### src/rtl/bullet_fire_ctrl.sv
// Fire-button to bullet-slot launch initiator: one-hot request one frame after the press, held until that slot raises in_use.
// Optional AUTO_FIRE_EN: a held button re-fires from IDLE without needing a new edge.
module bullet_fire_ctrl #(
   parameter int NUM_BULLETS = 4,
   parameter int COOLDOWN    = 8,
   parameter int ACK_TIMEOUT = 4
) (
   input  logic                   clk_60hz,
   input  logic                   reset,
   input  logic                   fire_btn,
   input  logic                   dir_in,
   input  logic [NUM_BULLETS-1:0] in_use,
   output logic [NUM_BULLETS-1:0] start_bullet,
   output logic                   direction,
   output logic                   ready,
   output logic [7:0]             shots,
   output logic                   ack_err
);

   localparam logic [7:0] COOL_INIT = 8'(COOLDOWN);
   localparam logic [3:0] TMO_LIMIT = 4'(ACK_TIMEOUT);

   typedef enum logic [1:0] {IDLE, ARM, COOL} state_t;

   state_t     state;
   logic [2:0] sel;
   logic [2:0] free_idx;
   logic [7:0] cool_cnt;
   logic [3:0] tmo_cnt;
   logic       btn_low_q;
   logic [7:0] in_use_pad;
   logic [7:0] sel_onehot;
   logic       none_free;
   logic       press;

   // Unserved slot positions read as busy so they are never picked.
   always_comb begin
      in_use_pad = '1;
      in_use_pad[NUM_BULLETS-1:0] = in_use;
   end

   always_comb begin
      free_idx = '0;
      for (int i = 7; i >= 0; i--) begin
         if (!in_use_pad[i]) free_idx = 3'(i);
      end
   end

   assign none_free  = &in_use_pad;
   assign sel_onehot = 8'd1 << free_idx;
   assign ready      = (state == IDLE) && !none_free;

   // btn_low_q records "button seen released"; clearing it in reset means
   // a button held through reset must be released before it can fire.
`ifdef AUTO_FIRE_EN
   assign press = fire_btn;
`else
   assign press = fire_btn & btn_low_q;
`endif

   always_ff @(posedge clk_60hz) begin
      if (reset) begin
         state        <= IDLE;
         sel          <= '0;
         cool_cnt     <= '0;
         tmo_cnt      <= '0;
         btn_low_q    <= 1'b0;
         start_bullet <= '0;
         direction    <= 1'b0;
         shots        <= '0;
         ack_err      <= 1'b0;
      end else begin
         btn_low_q <= ~fire_btn;
         case (state)
            IDLE: begin
               if (press && !none_free) begin
                  sel          <= free_idx;
                  direction    <= dir_in;
                  start_bullet <= sel_onehot[NUM_BULLETS-1:0];
                  tmo_cnt      <= '0;
                  state        <= ARM;
               end
            end
            ARM: begin
               if (in_use_pad[sel]) begin
                  start_bullet <= '0;
                  if (shots != 8'hFF) shots <= shots + 8'd1;
                  cool_cnt     <= COOL_INIT;
                  state        <= COOL;
               end else if (tmo_cnt + 4'd1 == TMO_LIMIT) begin
                  start_bullet <= '0;
                  ack_err      <= 1'b1;
                  cool_cnt     <= COOL_INIT;
                  state        <= COOL;
               end else begin
                  tmo_cnt <= tmo_cnt + 4'd1;
               end
            end
            COOL: begin
               if (cool_cnt <= 8'd1) begin
                  cool_cnt <= '0;
                  state    <= IDLE;
               end else begin
                  cool_cnt <= cool_cnt - 8'd1;
               end
            end
            default: state <= IDLE;
         endcase
      end
   end

endmodule
### config.mk
export PLATFORM = sky130hd
export DESIGN_NAME = bullet_fire_ctrl
export DESIGN_NICKNAME = d
export VERILOG_FILES = /design/src/rtl/bullet_fire_ctrl.sv
export SDC_FILE = /design/constraint.sdc
export NUM_CORES = 1
export LEC_CHECK = 0
export CORE_UTILIZATION = 44
export CTS_CLUSTER_DIAMETER = 100
export DETAILED_ROUTE_END_ITERATION = 10
export GPL_ROUTABILITY_DRIVEN = 1
export GPL_TIMING_DRIVEN = 1
export PLACE_DENSITY = 0.69
export SYNTH_ARGS = -nofsm -noshare
export SYNTH_HDL_FRONTEND = slang
export SYNTH_SLANG_ARGS = --single-unit
### constraint.sdc
create_clock -name clk_60hz -period 2.8 [get_ports clk_60hz]
set_input_delay 0.28 -clock clk_60hz [delete_from_list [all_inputs] [get_ports clk_60hz]]
set_output_delay 0.28 -clock clk_60hz [all_outputs]
set_load 0.01 [all_outputs]
==> impl_metrics.csv, run 1 <==
group,metric,value,unit
floorplan,die_h,63.87,µm
synthesis,post-synth-top-area-fraction,36.85,%
clock_tree,cts_resized,0,
critical_path,slowest_delay,0.59,ns
critical_path,required,3.00,ns
sta,fin_tns_setup,0,ns
synthesis,synth_ff_type,"dfxtp_1",
grt,top_usage_layer,"met2",
grt,grt_overflow,0,
place,gp_congestion,0.8446,
cells_and_area,final_cell_mix,"31 x dfxtp_1, 22 x clkdlybuf4s50_1, 20 x nor2_1",
cells_and_area,final_layout_size_suffix_gt1_share,11.93,%
grt,grtUsageTotal,20.40,%
clock_tree,numCtsBuffers,5,
clock_tree,clockBufferDepth,2,
detailed_routing,vias_per_cell,5.733,
grt,grt_util_met1,23.07,%
flow_run,drv_cap,0,
grt,grt_pass1_vias,1492,
floorplan,fp-row-count,22,
synthesis,async_flop_share,0,%
critical_path,cp_num_buf_inv,2,
clock_tree,root_buffer,"clkbuf_8",
critical_path,critPathMaxFanout,8,
clock_tree,cts_max_level,2,
synthesis,syn_area,0.001684,mm²
sta,slew-limit-headroom,45.26,%
synthesis,ys_top_cells_by_area,"dfxtp_1 37%, mux2i_1 5.3%, nor2_1 4.5%, ha_1 3.7%, a21oi_1 3.0%",
synthesis,syn_area_per_cell,8.771,µm²
floorplan,start_util,46.00,%
cells_and_area,nFillCells,349,
sta,tightest_slew,0.8148,ns
place,dpl.hpwl,2.654,mm
outcome,outcome,"finished clean",
floorplan,dieWidth,63.87,µm
synthesis,synth_seq_area_share,36.85,%
synthesis,synth_top_area_cell,"dfxtp_1",
synthesis,synth_nets,205,
detailed_routing,drc_errors,0,
synthesis,yosys_register_bits,31,
clock_tree,clkLatencyLatePin,0.28,ns
sta,fin_crit_sh,71.71,%
sta,fin_crit,2.008,ns
cells_and_area,area.growth.synth_to_final,22.29,%
hold_path,min_path_type,"flip-flop to flip-flop",
detailed_routing,drt_wl_total,3.732,mm
synthesis,synth_edf_count,0,
grt,antenna_found_initial,0,
cells_and_area,diodes,0,
sta,skew,0.005730,ns
floorplan,io_pins,23,
power,leakagePower,0.7331,nW
critical_path,cp_cell_sequence,"clkdlybuf4s50_1 -> mux4_2 -> a311oi_4 -> buf_4 -> o21ai_2 -> o221ai_1",
grt,grt_pass1_wl,6.486,mm
grt,use_met3,6.250,%
detailed_routing,avgRoutedWirePerCell,14.03,µm
place,io_buffers,22,
sta,hold_viol,0,
detailed_routing,drtPass1Iterations,4,
clock_tree,path_clk_slew,0.07,ns
critical_path,cp_top_family,"buffers and inverters",
clock_tree,clkSinkCount,31,
sta,fmax,498.0,MHz
grt,grt_max_degree,32,
power,power.density,449.3,mW/mm²
detailed_routing,vias,1525,
sta,drv_slew,0,
sta,finalSetupViolations,0,
floorplan,core,0.003661,mm²
critical_path,critPathArrivalTime,2.21,ns
critical_path,crit_type,"input port to flip-flop",
sta,fin_hold_ws,0.4723,ns
sta,rsz0062_at_grt,"false",
synthesis,yosysWarningCount,0,
cells_and_area,final_common_cell,"dfxtp_1",
critical_path,cp_slowest_cell,"mux4_2",
detailed_routing,postRouteAntennaNets,0,
detailed_routing,initialDrtViolationCount,44,
clock_tree,cts_tree,"yes",
cells_and_area,nNetsFinal,230,
grt,use_met2,35.51,%
critical_path,start_kind,"input port",
synthesis,syn_inst,192,
clock_tree,cts_hold_buffers,0,
floorplan,die_area,0.004079,mm²
power,ir_worst_vdd,0.0002696,V
synthesis,yosys.cell_types.count,52,
clock_tree,post_cts_buffers,0,
critical_path,crit_path_end_kind,"flip-flop",
Yosys cell counts, types with 2 or more instances:
cell,n
dfxtp_1,31
nor2_1,20
inv_1,12
a21oi_1,10
mux2i_1,9
nand2_1,8
nand3_1,7
nand4_1,7
clkbuf_1,6
nand2b_1,6
o21ai_0,6
ha_1,5
a31oi_1,4
and3_1,4
nor2b_1,4
and2_1,3
nor3_1,3
or3_1,3
xor2_1,3
a211o_2,2
a31o_2,2
nand4b_1,2
o2111ai_1,2
o211ai_1,2
o21ai_1,2
or3b_2,2
or4_1,2
final timing paths:
path,startpoint,to,slack [ns],cells after the start
setup / recovery,in_use[1],cool_cnt[6],0.79,6
hold / removal,start_bullet[3],start_bullet[3],0.47,2
setup reg to reg,tmo_cnt[0],cool_cnt[6],0.82,6
hold reg to reg,start_bullet[3],start_bullet[3],0.47,2
state kept, by name, indices dropped and copies added (netlist names):
name          flops
shots             8
tmo_cnt           4
direction         1
start_bullet      4
cool_cnt          8
state             2
btn_low_q         1
sel               2
ack_err           1
per-layer routing:
layer	part of all wire, %	wire length [µm]
met1	45	1676
met2	50	1867
met3	3.5	131
met4	1.5	55
met5	0	0
cell families (layout without fill, tap and decap cells):
group                      after synthesis  count (layout)  synth area share (%)
buffers and inverters                   19              45                 4.308
DFF                                     31              31                 36.85
AOI/OAI and AO/OA                       43              43                 18.95
xor gates and xnor gates                 4               4                 2.081
and+or+nand+nor                         79              79                 26.52
muxes                                   11              11                 7.578
adders and majority gates                5               5                 3.715
stage by stage:
step | setup WS, ns | std cells | utilization, % | area [µm²] | power, W
after detailed placement | 0.5041 | 258 | 53.52 | 1959 | 0.0005419
after floorplan | 0.8857 | 192 | - | 1684 | 0.0005089
after global routing | 0.6626 | 266 | 56.25 | 2059 | 0.0009631
after CTS | 0.7974 | 266 | 56.25 | 2059 | 0.0009299
final | 0.7920 | 266 | 56.25 | 2059 | 0.0009252
after global placement | 0.5890 | 258 | 53.52 | 1959 | 0.0005398
where the power goes:
part,switching (W),leakage [nW],total (W),internal (W)
Clock,0.000168,0.0515,0.000392,0.000224
Combinational,0.0000416,0.431,0.0000798,0.0000382
Sequential,0.00000636,0.250,0.000453,0.000447
worst register-to-register path, stage by stage, from the launching register on:
cell and delay, ns:
dfxtp_1 0.46, ha_1 0.27, and3b_1 0.25, a311oi_4 0.38, buf_4 0.22, o21ai_2 0.11, o221ai_1 0.21
final cells by class:
class | count | area (µm²) | share of cell area [%]
tap | 48 | 60.06 | 2.916
timing repair buffer | 25 | 242.7 | 11.79
sequential | 31 | 620.6 | 30.13
clock buffer | 8 | 100.1 | 4.860
multi-input combinational | 142 | 991.0 | 48.12
inverter | 12 | 45.04 | 2.187
No activity file was read; power rests on OpenSTA's default activity.
==> run 2, diff against run 1 <==
--- a/config.mk
+++ b/config.mk
@@ -10,7 +10,7 @@
 export DETAILED_ROUTE_END_ITERATION = 10
 export GPL_ROUTABILITY_DRIVEN = 1
 export GPL_TIMING_DRIVEN = 1
-export PLACE_DENSITY = 0.69
+export PLACE_DENSITY = 0.72
 export SYNTH_ARGS = -nofsm -noshare
 export SYNTH_HDL_FRONTEND = slang
 export SYNTH_SLANG_ARGS = --single-unit
==> constraint.sdc (replaced) <==
create_clock -name clk_60hz -period 1.8 [get_ports clk_60hz]
set_input_delay 0.18 -clock clk_60hz [delete_from_list [all_inputs] [get_ports clk_60hz]]
set_output_delay 0.18 -clock clk_60hz [all_outputs]
set_load 0.01 [all_outputs]
==> run 2 against run 1 <==
Effect of this change: sequential power grew 55%; sequential cell count is the same; non-clock buffer count grew 26; critical path depth shrank 2; clock power grew 34%; routed wire length shrank 1.5%; clock-buffer cell count shrank 3; cell area grew 11%; largest power group unchanged; first-iteration DRC count shrank 11%; power grew 50%; global-route usage shrank 0.099 points; utilization grew 5.9 points.
==> impl_metrics.csv, run 2 (synthesized netlist as in run 1, its figures left out) <==
group,metric,value,unit
cells_and_area,final_cells,292,
clock_tree,cts_hold_buffers,0,
power,ir_worst_vdd,0.0006104,V
outcome,outcome,"finished clean",
hold_path,min_path_type,"flip-flop to flip-flop",
clock_tree,clkLatencyLatePin,0.28,ns
hold_path,min_from,"start_bullet[3]",
critical_path,timing.rr.start,"sel[0]",
floorplan,dieWidth,63.87,µm
power,power.density,608.9,mW/mm²
cells_and_area,nNetsFinal,256,
place,dpl.hpwl,2.719,mm
sta,fin_crit,1.788,ns
detailed_routing,m1WireLength,1.760,mm
critical_path,critPathArrivalTime,1.99,ns
place,gp_congestion,0.8610,
sta,hold_viol,0,
grt,grt_overflow,0,
detailed_routing,initialDrtViolationCount,39,
detailed_routing,wl_met2,1.697,mm
sta,tightest_slew,0.4420,ns
sta,skew,0.001695,ns
cells_and_area,final_layout_size_suffix_gt1_share,23.36,%
sta,fmax,559.3,MHz
clock_tree,cts_max_level,2,
critical_path,r2r_setup_slack,0.01,ns
detailed_routing,vias,1566,
cells_and_area,final_cell_mix,"30 x dfxtp_1, 28 x buf_4, 21 x clkdlybuf4s50_1",
detailed_routing,postRouteAntennaNets,0,
hold_path,holdPathStages,2,
clock_tree,cts_tree,"yes",
floorplan,io_pins,23,
grt,antenna_found_initial,0,
cells_and_area,seq_area,621.8,µm²
hold_path,hold_path_end,"start_bullet[3]",
sta,rsz0062_at_grt,"true",
clock_tree,clkSinkCount,31,
critical_path,start_kind,"flip-flop",
grt,grt_pass1_wl,6.472,mm
critical_path,crit_path_end_kind,"flip-flop",
detailed_routing,vias_per_cell,5.363,
detailed_routing,avgRoutedWirePerCell,12.59,µm
sta,fin_tns_setup,0,ns
cells_and_area,area.growth.synth_to_final,35.22,%
detailed_routing,drt_wl_total,3.675,mm
clock_tree,path_clk_slew,0.07,ns
floorplan,die_area,0.004079,mm²
detailed_routing,drtPass1Iterations,4,
flow_run,drv_cap,0,
power,leakagePower,0.8595,nW
sta,drv_slew,0,
place,io_buffers,22,
detailed_routing,topRoutingLayerUsed,"met4",
detailed_routing,wl_met3,147,µm
critical_path,reg2reg_to,"tmo_cnt[0]",
place,place_area,0.002140,mm²
cells_and_area,largestRegisters,"cool_cnt: 8 flops, shots: 8 flops",
place,pre_cts_slack,-0.2612,ns
cells_and_area,finalInstanceArea,0.002277,mm²
sta,slew-limit-headroom,70.27,%
place,placedCellCount,282,
grt,grtUsageTotal,20.30,%
clock_tree,clockBufferDepth,2,
grt,grt_pass1_vias,1527,
clock_tree,root_buffer,"clkbuf_8",
cells_and_area,nFillCells,314,
critical_path,crit_type,"flip-flop to flip-flop",
sta,fin_crit_sh,99.32,%
critical_path,required,2.01,ns
critical_path,critPathMaxFanout,4,
cells_and_area,diodes,0,
cells_and_area,multi_input_comb_area,0.001022,mm²
sta,finalSetupViolations,0,
sta,setup_ws,0.01215,ns
cells_and_area,final_core_util,62.20,%
floorplan,fp-row-count,22,
cells_and_area,final_common_cell,"dfxtp_1",
clock_tree,numCtsBuffers,5,
floorplan,start_util,46.00,%
detailed_routing,drc_errors,0,
grt,grt_max_degree,21,
floorplan,die_h,63.87,µm
floorplan,core,0.003661,mm²
critical_path,ff2ff_path_depth,4,
## run 2: worst max-delay path, cell delays in order (launching register included)
cell,delay [ns]
dfxtp_2,0.35
mux4_2,0.56
a311o_1,0.31
or3_1,0.31
a31oi_1,0.18
## run 2: layer usage
layer / GRT usage (%) / vias up
li1: - / 811
met1: 24.73 / 720
met2: 34.04 / 27
met3: 5.714 / 8
met4: 6.818 / 0
met5: 0 / -
## run 2: area by class of cell
type,instances,area share [%]
inverter,12,1.978
sequential,31,27.31
clock buffer,5,3.022
timing repair buffer,51,19.51
clock inverter,3,0.6593
tap,48,2.637
multi-input combinational,142,44.89
## run 2: report_power, final
| part | total (W) | internal, W | leakage (nW) | switching (W) |
|---|---|---|---|---|
| clock network | 0.000525 | 0.000264 | 0.0477 | 0.000261 |
| logic | 0.000160 | 0.0000848 | 0.561 | 0.0000755 |
| registers | 0.000702 | 0.000695 | 0.251 | 0.00000627 |
| total | 0.00139 | 0.00104 | 0.859 | 0.000343 |
## run 2: per-stage QoR
stage	total power, W	hold WS (ns)
3_5_place_dp	0.0008690	0.4697
6_report	0.001387	0.4746
2_1_floorplan	0.0007917	0.2524
5_1_grt	0.001443	0.5078
3_3_place_gp	0.0008677	0.4633
4_1_cts	0.001389	0.4807
## run 2: worst max path at each step
stage / cells after the start / end / startpoint
floorplan: 4 / start_bullet[2] / sel[0]
global placement: 6 / start_bullet[1] / in_use[3]
detailed placement: 6 / tmo_cnt[3] / in_use[3]
CTS: 5 / tmo_cnt[3] / sel[0]
global route: 5 / cool_cnt[7] / sel[0]
finish: 4 / tmo_cnt[0] / sel[0]
## run 2: what timing repair did
item,CTS,global route
gates resized for setup,2,6
setup buffers,0,2
pin swaps,0,7
endpoints found under the setup margin,5,13
==> patch (flow settings as in run 1) <==
The option `AUTO_FIRE_EN` is turned on by a define.
--- a/src/rtl/bullet_fire_ctrl.sv
+++ b/src/rtl/bullet_fire_ctrl.sv
@@ -2,2 +2,4 @@
 // Optional AUTO_FIRE_EN: a held button re-fires from IDLE without needing a new edge.
+`define AUTO_FIRE_EN
+
 module bullet_fire_ctrl #(
Behaviour: not the same (Yosys sat finds a counterexample within 4 cycles, from zero or initial values and one cycle with reset high).
==> patch against run 1 <==
- final area down 9.5%
- sequential share of layout area up 2.1 points
- synthesized area shrank 8.2%
- total power decreased by 12%
- critical path type is now flop to flop
- routed wire length decreased by 9.7%
- combinational power is 59% higher
- sequential cell count fell by 1
- clock skew decreased by 0.0043 ns
- worst setup slack got worse by 0.23 ns
==> patch: results (changes against run 1) <==
- Worst reg-to-reg setup slack: 0.57 ns (-0.25 ns)
- Met3 usage: 0.0567 (-0.00578)
- Xor and xnor area share after synthesis: 0.0170 (-0.00380)
- Status: complete, no violations
- Critical path's largest stage delay: 0.50 ns (-0.09 ns)
- Lkg Pwr: 0.647 nW (-12%)
- Clock latency on the worst-skew pair: 0.33 ns (+0.05 ns)
- Async set or reset register ratio after synthesis: 0 (unchanged)
- Initial antenna violation count: 0 (unchanged)
- Final nets: 213 (-7.4%)
- Top cells by count, synth: dfxtp_1 (30), nor2_1 (19), a21oi_1 (17)
- Sw frac: 0.273 (+0.0394)
- Pin count of the biggest net entering global routing: 20 (-38%)
- Met1 Usage GRT: 0.249 (+0.0187)
- Vias in the first global route: 1,317 (-12%)
- Max_slew headroom: 0.547 (+0.0947)
- Placed cell areas: 1820 um^2 (-7.2%)
- VDD IR max: 0.000245 V (-9.3%)
- Synth Instances: 175 (-8.9%)
- Reg clk slew, reported paths: 0.08 ns
- Worst-path maximum fanout: 7 (-1)
- Dpl hpwl: 2480 um (-6.7%)
- Post-synthesis sequential area ratio: 0.389 (+0.0202)
- 1st-pass router iterations: 4 (unchanged)
- Net count after synthesis: 188 (-8.3%)
- Hold Path Depth: 2 (unchanged)
- Hold Crit Class: flop to flop
- Fin cells: 246 (-7.5%)
- First-pass GRT wire length: 5720 um (-12%)
- CP max-delay cell: a31oi_1
- # Post-CTS Setup Buffers: 0 (unchanged)
- Final GP Congestion: 0.750 (-11%)
- Placed Instances: 239 (-7.4%)
- Layout cells sized above 1: 0.0850 (-0.0343)
- Synth unique cells: 46 (-12%)
- Clock skew: 0.00143 ns (-0.00430 ns)
- Post-synthesis mux area share: 0.0478 (-0.0280)
- Hold WS: 0.491 ns (+0.0190 ns)
- Routed len/inst: 13.7 um (-2.4%)
- Synth warnings: 0 (unchanged)
- Cts bufs inserted: 5 (unchanged)
- Crit path DAT: 2.48 ns (+0.27 ns)
- Seq pwr: 0.452 mW (about the same)
- Clk buf depth: 2 (unchanged)
- Cells on worst reg2reg path: 7 (+1)
- Total track usage: 0.209 (+0.00505)
- DR vias: 1,421 (-6.8%)
- Pre-CTS setup slack: 0.550 ns (+0.0463 ns)
- GRT met2 Usage: 0.354 (-0.00102)
- CP delay by family, top: compound AO/OA/AOI/OAI gates
- IO Port Bufs: 22 (unchanged)
- Area contributors post-synth: dfxtp_1 (39%), a21oi_1 (5.5%), nor2_1 (4.6%), ha_1 (4.0%), a32o_1 (2.6%)
- Clk. pwr: 0.234 mW (-40%)
- Tcrit/Tclk final: 0.798 (+0.0806)
- Post-synthesis compound-gate area fraction: 0.250 (+0.0608)
- Clock root buffer: clkbuf_4
- Synth Area in Adders: 0.0405 (+0.00334)
- DRT iter0 DRCs: 99 (+130%)
==> patch: final cells by class <==
class / instances / area [um^2]
Timing Repair Buffer: 25 / 243
Fill cell: 343 / 1500
Sequential cell: 30 / 601
Clock buffer: 7 / 45.0
Tap cell: 46 / 57.6
Inverter: 6 / 22.5
Multi-Input combinational cell: 132 / 895
==> patch: path summary, 6_finish.rpt <==
check	startpoint	endpoint
worst max-delay path	cool_cnt[0]	cool_cnt[5]
worst min-delay path	ack_err	ack_err
worst max register to register	cool_cnt[0]	cool_cnt[5]
worst min register to register	ack_err	ack_err
==> patch: routing by layer <==
metal | share of wire | up-vias | wire (um)
met5 | 0 | - | 0
li1 | - | 714 | -
met4 | 0.017 | 0 | 58
met1 | 0.48 | 680 | 1610
met3 | 0.028 | 8 | 93
met2 | 0.48 | 19 | 1610
==> patch: metrics by stage <==
step | utilization | power [mW]
floorplan | - | 0.540
global placement | 0.541 | 0.583
detailed placement | 0.541 | 0.589
CTS | 0.554 | 0.821
global route | 0.554 | 0.851
finish | 0.554 | 0.814
